<file path="config.mk">
export PLATFORM = sky130hd
export DESIGN_NAME = seq_match_ctrl
export DESIGN_NICKNAME = d
export VERILOG_FILES = /design/src/rtl/seq_match_ctrl.sv
export SDC_FILE = /design/constraint.sdc
export NUM_CORES = 1
export LEC_CHECK = 0
export ABC_CLOCK_PERIOD_IN_PS = 3350
export CAP_MARGIN = 5
export CORE_UTILIZATION = 41
export DETAILED_ROUTE_END_ITERATION = 12
export SETUP_SLACK_MARGIN = 0.1
export SLEW_MARGIN = 15
export SYNTH_ARGS = -nofsm -noshare
export SYNTH_HDL_FRONTEND = slang
export SYNTH_SLANG_ARGS = --single-unit
export TNS_END_PERCENT = 50
</file>
<file path="constraint.sdc">
create_clock -name clk -period 3.35 [get_ports clk]
set_input_delay 0.335 -clock clk [delete_from_list [all_inputs] [get_ports clk]]
set_output_delay 0.335 -clock clk [all_outputs]
set_load 0.005 [all_outputs]
</file>
<file path="src/rtl/seq_match_ctrl.sv">
`default_nettype none
// ============================================================================
// Module   : seq_match_ctrl
// Brief    : Run controller for the serial pattern-detection datapath.
//            Holds a programmable 1..MAX_LEN bit pattern, arms/disarms
//            detection, counts overlapping or non-overlapping matches and
//            stops at a programmed match target.
// Revision : 1.0 - initial release
// ============================================================================
module seq_match_ctrl #(
  parameter int MAX_LEN = 8,
  parameter int LEN_W   = 4,
  parameter int CNT_W   = 8
) (
  input  logic               clk,
  input  logic               rst_n,
  input  logic               cfg_we,
  input  logic [MAX_LEN-1:0] cfg_pattern,
  input  logic [LEN_W-1:0]   cfg_len,
  input  logic               cfg_overlap,
  input  logic [CNT_W-1:0]   cfg_target,
  input  logic               start,
  input  logic               abort,
  input  logic               data_valid,
  input  logic               data,
  output logic               match_pulse,
  output logic [CNT_W-1:0]   match_cnt,
  output logic               busy,
  output logic               done,
  output logic               cfg_err
);

  localparam logic [1:0] ST_IDLE = 2'd0;
  localparam logic [1:0] ST_RUN  = 2'd1;
  localparam logic [1:0] ST_DONE = 2'd2;

  localparam logic [LEN_W-1:0] HIST_FULL = LEN_W'(MAX_LEN);

  logic [1:0]         state;
  logic [MAX_LEN-1:0] pattern_q;
  logic [LEN_W-1:0]   len_q;
  logic               overlap_q;
  logic [CNT_W-1:0]   target_q;
  logic [MAX_LEN-1:0] history;
  logic [LEN_W-1:0]   hist_cnt;

  logic [MAX_LEN-1:0] len_mask;
  logic [MAX_LEN-1:0] hist_next;
  logic [LEN_W-1:0]   hist_cnt_next;
  logic [CNT_W-1:0]   cnt_inc;
  logic               len_illegal;
  logic               match_now;

  // Mask selecting the low len_q bits of pattern and history.
  for (genvar g = 0; g < MAX_LEN; g++) begin : g_mask
    assign len_mask[g] = (32'(len_q) > g);
  end

  assign hist_next     = {history[MAX_LEN-2:0], data};
  assign hist_cnt_next = (hist_cnt == HIST_FULL) ? hist_cnt : hist_cnt + 1'b1;
  assign cnt_inc       = match_cnt + 1'b1;
  assign len_illegal   = (cfg_len == '0) || (32'(cfg_len) > MAX_LEN);

  // A match is judged on the history as it will look after this sample.
  assign match_now = (state == ST_RUN) && data_valid &&
                     (hist_cnt_next >= len_q) &&
                     (((hist_next ^ pattern_q) & len_mask) == '0);

  assign busy = (state == ST_RUN);
  assign done = (state == ST_DONE);

  // State machine, configuration registers, history shifter and counter.
  always_ff @(posedge clk or negedge rst_n) begin
    if (!rst_n) begin
      state       <= ST_IDLE;
      pattern_q   <= '0;
      len_q       <= LEN_W'(1);
      overlap_q   <= 1'b0;
      target_q    <= '0;
      history     <= '0;
      hist_cnt    <= '0;
      match_pulse <= 1'b0;
      match_cnt   <= '0;
      cfg_err     <= 1'b0;
    end else begin
      match_pulse <= 1'b0;
      if (state == ST_RUN) begin
        // Abort discards any match completing in the same cycle.
        if (abort) begin
          state <= ST_IDLE;
        end else if (data_valid) begin
          history  <= hist_next;
          hist_cnt <= hist_cnt_next;
          if (match_now) begin
            match_pulse <= 1'b1;
            match_cnt   <= cnt_inc;
            if (!overlap_q) begin
              hist_cnt <= '0;
            end
            if ((target_q != '0) && (cnt_inc == target_q)) begin
              state <= ST_DONE;
            end
          end
        end
      end else begin
        // IDLE or DONE: configuration is writable, start arms a new run.
        if (abort) begin
          state <= ST_IDLE;
        end else if (start && !cfg_err) begin
          state     <= ST_RUN;
          match_cnt <= '0;
          history   <= '0;
          hist_cnt  <= '0;
        end
        if (cfg_we) begin
          pattern_q <= cfg_pattern;
          len_q     <= cfg_len;
          overlap_q <= cfg_overlap;
          target_q  <= cfg_target;
          cfg_err   <= len_illegal;
        end
      end
    end
  end

endmodule
`default_nettype wire
</file>
Word level (Yosys, flattened, before mapping)
Cells that the tools add are included.

Bits in latches: 0. ROM bits: 0. Output and inout bits: 12. Bits of input ports: 28. Bits in writable memories: 0. Memories kept: 0. Bits in registers: 44. Word-level logic and storage cells: 79.

Equal/unequal tests: 9. Magnitude comparators: 10. Bitwise gates (word level): 4. Multiply operators: 0. Add/sub/neg operators: 2. Mux-type cells: 28. Div/mod/pow operators: 0. Reduce and logical (&&, ||, !) cells: 16. Shifts and indexed selects: 0.

Operators by type and width (number): two-way mux 8 bit (6); two-way mux 4 bit (8); two-way mux 7 bit (3); > comparator 4 x 3 -> 1 bit (second input constant) (4); two-way mux 2 bit (7); adder 8 x 1 -> 8 bit (second input constant) (1); AND 8 bit (1); equality test 8 bit (1); > comparator 4 x 1 -> 1 bit (second input constant) (2); > comparator 4 x 2 -> 1 bit (second input constant) (2); logical NOT 8 bit (1); AND reduction 4 bit (2); nonzero test 8 bit (1); bitwise XOR 8 bit (1); inequality test 3 x 2 -> 1 bit (second input constant) (2); logical AND 1 bit (5); adder 4 x 1 -> 4 bit (second input constant) (1); equality test 4 bit (second input constant) (1); >= comparator 4 bit (1); > comparator 4 bit (second input constant) (1); logical NOT 4 bit (1); two-way mux 1 bit (4); inequality test 3 bit (second input constant) (1); AND reduction 3 bit (1); other kinds (10) (11).

Longest topological paths before layout
Depth after elaboration: 9. Depth in mapped cells: 12. Mapped depth without buffers: 12.

Worst setup path after synthesis
OpenSTA, ideal clock, no wires.

Path kind: register to register. Start point: register hist_cnt[0]. End point: register hist_cnt[1]. Buffers on the path: 0. Clock period less this slack: 2.548 ns. Required time: 3.229 ns. Arrival time: 2.427 ns. Cell stages (with the launch flop): 12. Library setup time: 0.121 ns. Slack: 0.802 ns. Cell sequence: dfrtp_1 -> inv_1 -> ha_1 -> nand2_1 -> or2_2 -> xnor2_1 -> inv_1 -> ha_1 -> o21ai_0 -> a221oi_4 -> nand4b_2 -> a32o_2.

Longest elaborated chain between the ends: 9. Elaborated cells on any way between the ends: 11. Classes of those cells: add/sub (1); order compare (1); eq/ne (1); mux (6); reduce/logical (2).

Ends and longest elaborated chain: from (decl) (line 45) `logic [LEN_W-1:0] hist_cnt;`; from (signal assigned) (line 93) `hist_cnt <= hist_cnt_next;`; adder 4 x 1 -> 4 bit / equality test 4 bit (equally long branches) (line 60) `assign hist_cnt_next = (hist_cnt == HIST_FULL) ? hist_cnt : hist_cnt + 1'b1;`; two-way mux 4 bit (*) (line 60); >= comparator 4 bit (line 66) `(hist_cnt_next >= len_q) &&`; logical AND 1 bit (line 65) `assign match_now = (state == ST_RUN) && data_valid &&`; logical AND 1 bit (line 66); two-way mux 4 bit (*) (line 94) `if (match_now) begin`; two-way mux 4 bit (*) (line 91) `end else if (data_valid) begin`; two-way mux 4 bit (*) (line 89) `if (abort) begin`; two-way mux 4 bit (*) (line 87) `if (state == ST_RUN) begin`.

Mark *: on every way between the ends. The rest lies on a longest branch, timed or not. The select of a mux whose other input is x is not followed. A chain may end at the register's enable or synchronous reset.

Final worst setup path
Start point: register hist_cnt[0]. End point: register hist_cnt[3].

Same word-level chain as after synthesis.

==> flow_summary.json <==
{
  "drt_wl_total_um": 5130,
  "synth_cell_types": 49,
  "grt_max_degree": 45,
  "startpoint": "hist_cnt[0]$_DFFE_PN0P_",
  "num_antenna_cells": 0,
  "fmax_mhz": 364,
  "crit_path_start_kind": "flop",
  "p_leak_nw": 1.28,
  "yosysTopAreaCellShare_pct": 44.0,
  "maxSlewViolCount": 0,
  "fin_setup_tns_ns": 0,
  "grt_pass1_vias": 1669,
  "rsz0062_at_grt": "false",
  "reg2reg_depth": 11,
  "max_stage_delay_ns": 0.48,
  "cts_buffers": 5,
  "clk_pin_slew_ns": 0.09,
  "netlist_area_mm2": 0.00245,
  "wire_per_inst_um": 15.6,
  "maxCapViolCount": 0,
  "min_path_type": "input port to asynchronous set/reset pin",
  "r2r-start": "hist_cnt[0]$_DFFE_PN0P_",
  "setup_slack_ns": 0.604,
  "clock_sinks": 44,
  "cp_cell_sequence": "inv_1 > ha_1 > nand2_1 > or2_2 > xnor2_1 > inv_1 > ha_1 > o21ai_0 > a221oi_4 > nand4b_2 > a32o_2",
  "fin_crit_sh_pct": 82.0,
  "antenna_found_initial": 0,
  "synth_seq_cells": 44,
  "num_rows": 27,
  "ant_nets": 0,
  "nNetsFinal": 291,
  "drtPass1Iterations": 4,
  "status": "completed",
  "syn2layout_area_growth_pct": 21.6,
  "avgSynthCellArea_um2": 11.3,
  "setup.worst_path.end": "hist_cnt[3]$_DFFE_PN0P_",
  "cts_tree": "yes",
  "post-synth-top-count-cell": "dfrtp_1",
  "overflow": 0,
  "cts.path.max_buffers": 2,
  "cp_top_family": "compound AO/OA/AOI/OAI gates",
  "critPathCaptureType": "flop",
  "critical_path_arrival_ns": 2.94,
  "holdBufCountCts": 0,
  "crit_type": "flop to flop",
  "peakVddDrop_v": 0.000236,
  "yosysSeqAreaShare_pct": 45.0,
  "relSlewSlack_pct": 33.8,
  "power.density_mw_per_mm2": 442,
  "min_period_ns": 2.75,
  "slowest_stage": "a221oi_4",
  "netlist_instances": 217,
  "die_w_um": 79.3,
  "worstPathMaxFanout": 7,
  "first_iter_violations": 74,
  "pin_count": 40,
  "r2r_end": "hist_cnt[3]$_DFFE_PN0P_",
  "clkLatencyLatePin_ns": 0.30,
  "cts_resized": 0,
  "cp_num_buf_inv": 2,
  "gp_congestion": 0.743,
  "vias_per_cell": 5.33,
  "synth_area_leaders": "dfrtp_1, mux2_2, xnor2_1, mux2i_1, ha_1",
  "synth_edf_count": 0,
  "hold_viol": 0,
  "yosys_most_used_dff": "dfrtp_1",
  "ctsHtreeMaxLevel": 2,
  "dp_worst_setup_slack_ns": 0.632,
  "yosysWarnings": 0,
  "grt_pass1_wl_um": 8490,
  "drive_gt1_share_pct": 17.5,
  "syn_nets": 252,
  "io_buffers": 39,
  "track_usage_pct": 18.0,
  "post_cts_buffers": 0,
  "finalSetupViolCount": 0,
  "coreArea_mm2": 0.00564,
  "r2r_slack_ns": 0.60,
  "dieArea_mm2": 0.00628,
  "clk_root_buffer_cell": "clkbuf_8",
  "required_ns": 3.54,
  "start_util_pct": 43.4,
  "synth_top_area_cell": "dfrtp_1",
  "hold_slack_ns": 0.190,
  "drc_errors": 0,
  "clock_skew_ns": 0.00593,
  "dp_hpwl_um": 3670,
  "worst_pin_slew_ns": 0.991,
  "synth_common_cells": "dfrtp_1, mux2_2, xnor2_1",
  "vias": 1755,
  "crit_cells": 11,
  "die_h_um": 79.3,
  "synth-async-reset-ratio_pct": 100
}
==> cell type report <==
| cell class | instances | area [µm²] |
|---|---|---|
| Fill cell | 509 | 2670 |
| Clock buffer | 8 | 90.1 |
| Multi-Input combinational cell | 156 | 1270 |
| Inverter | 10 | 37.5 |
| Tap cell | 72 | 90.1 |
| Sequential cell | 44 | 1100 |
| Timing Repair Buffer | 39 | 385 |
==> how the worst min path moves through the flow <==
| stage | startpoint | endpoint | slack (ns) |
|---|---|---|---|
| 6_report | rst_n | state[1]$_DFFE_PN0P_ | 0.19 |
| 3_3_place_gp | cfg_err$_DFFE_PN0P_ | cfg_err$_DFFE_PN0P_ | 0.48 |
| 4_1_cts | rst_n | state[1]$_DFFE_PN0P_ | 0.25 |
| 3_5_place_dp | cfg_err$_DFFE_PN0P_ | cfg_err$_DFFE_PN0P_ | 0.49 |
| 2_1_floorplan | rst_n | cfg_err$_DFFE_PN0P_ | 0.04 |
| 5_1_grt | rst_n | len_q[2]$_DFFE_PN0P_ | 0.28 |
==> registers in the layout (all words and copies together), names as in the netlist <==
| register | flops |
|---|---|
| overlap_q | 1 |
| len_q | 4 |
| cfg_err | 1 |
| match_pulse | 1 |
| pattern_q | 8 |
| match_cnt | 8 |
| target_q | 8 |
| state | 2 |
| hist_cnt | 4 |
| history | 7 |
==> metal layers <==
metal / up-vias / routed length, µm / global-route usage (%)
met2: 35 / 2130 / 24.9
met4: 0 / 42 / 6.18
li1: 863 / - / -
met5: - / 0 / 0
met1: 853 / 2770 / 27.1
met3: 4 / 183 / 4.02
==> cells by family (layout without fill, tap and decap cells) <==
logic type | after synthesis | in the layout | share of synthesized area [%]
flip-flops | 44 | 44 | 45.0
AO/OA/AOI/OAI | 33 | 33 | 11.1
adder cells (fa/ha/maj) | 7 | 7 | 3.58
XOR/XNOR | 22 | 22 | 7.87
multiplexers | 30 | 30 | 13.3
AND/OR/NAND/NOR | 64 | 64 | 16.0
buffers and inverters | 17 | 57 | 3.07
==> report_power, final <==
part	internal, mW	switching (mW)
registers	0.589	0.0635
logic	0.160	0.145
clock network	0.169	0.188
==> cells in the final DEF, fill, tap and decap left out, types with 6 or more instances in the layout <==
master            n
clkbuf_8          6
inv_1             7
mux2i_1           9
xnor2_1          18
mux2_2           21
nor3_1            6
nand2_1          15
clkdlybuf4s50_1  38
ha_1              7
a22o_1            7
nor2_1            6
dfrtp_1          43
==> per-stage QoR <==
step | util, % | total power [mW] | instances | area (µm²)
after global placement | 51.1 | 0.964 | 321 | 2890
final | 52.7 | 1.31 | 329 | 2980
after floorplan | - | 0.868 | 217 | 2450
after global routing | 52.7 | 1.39 | 329 | 2980
after detailed placement | 51.1 | 0.971 | 321 | 2890
after CTS | 52.7 | 1.33 | 329 | 2980
(Power assumes the default switching activity.)
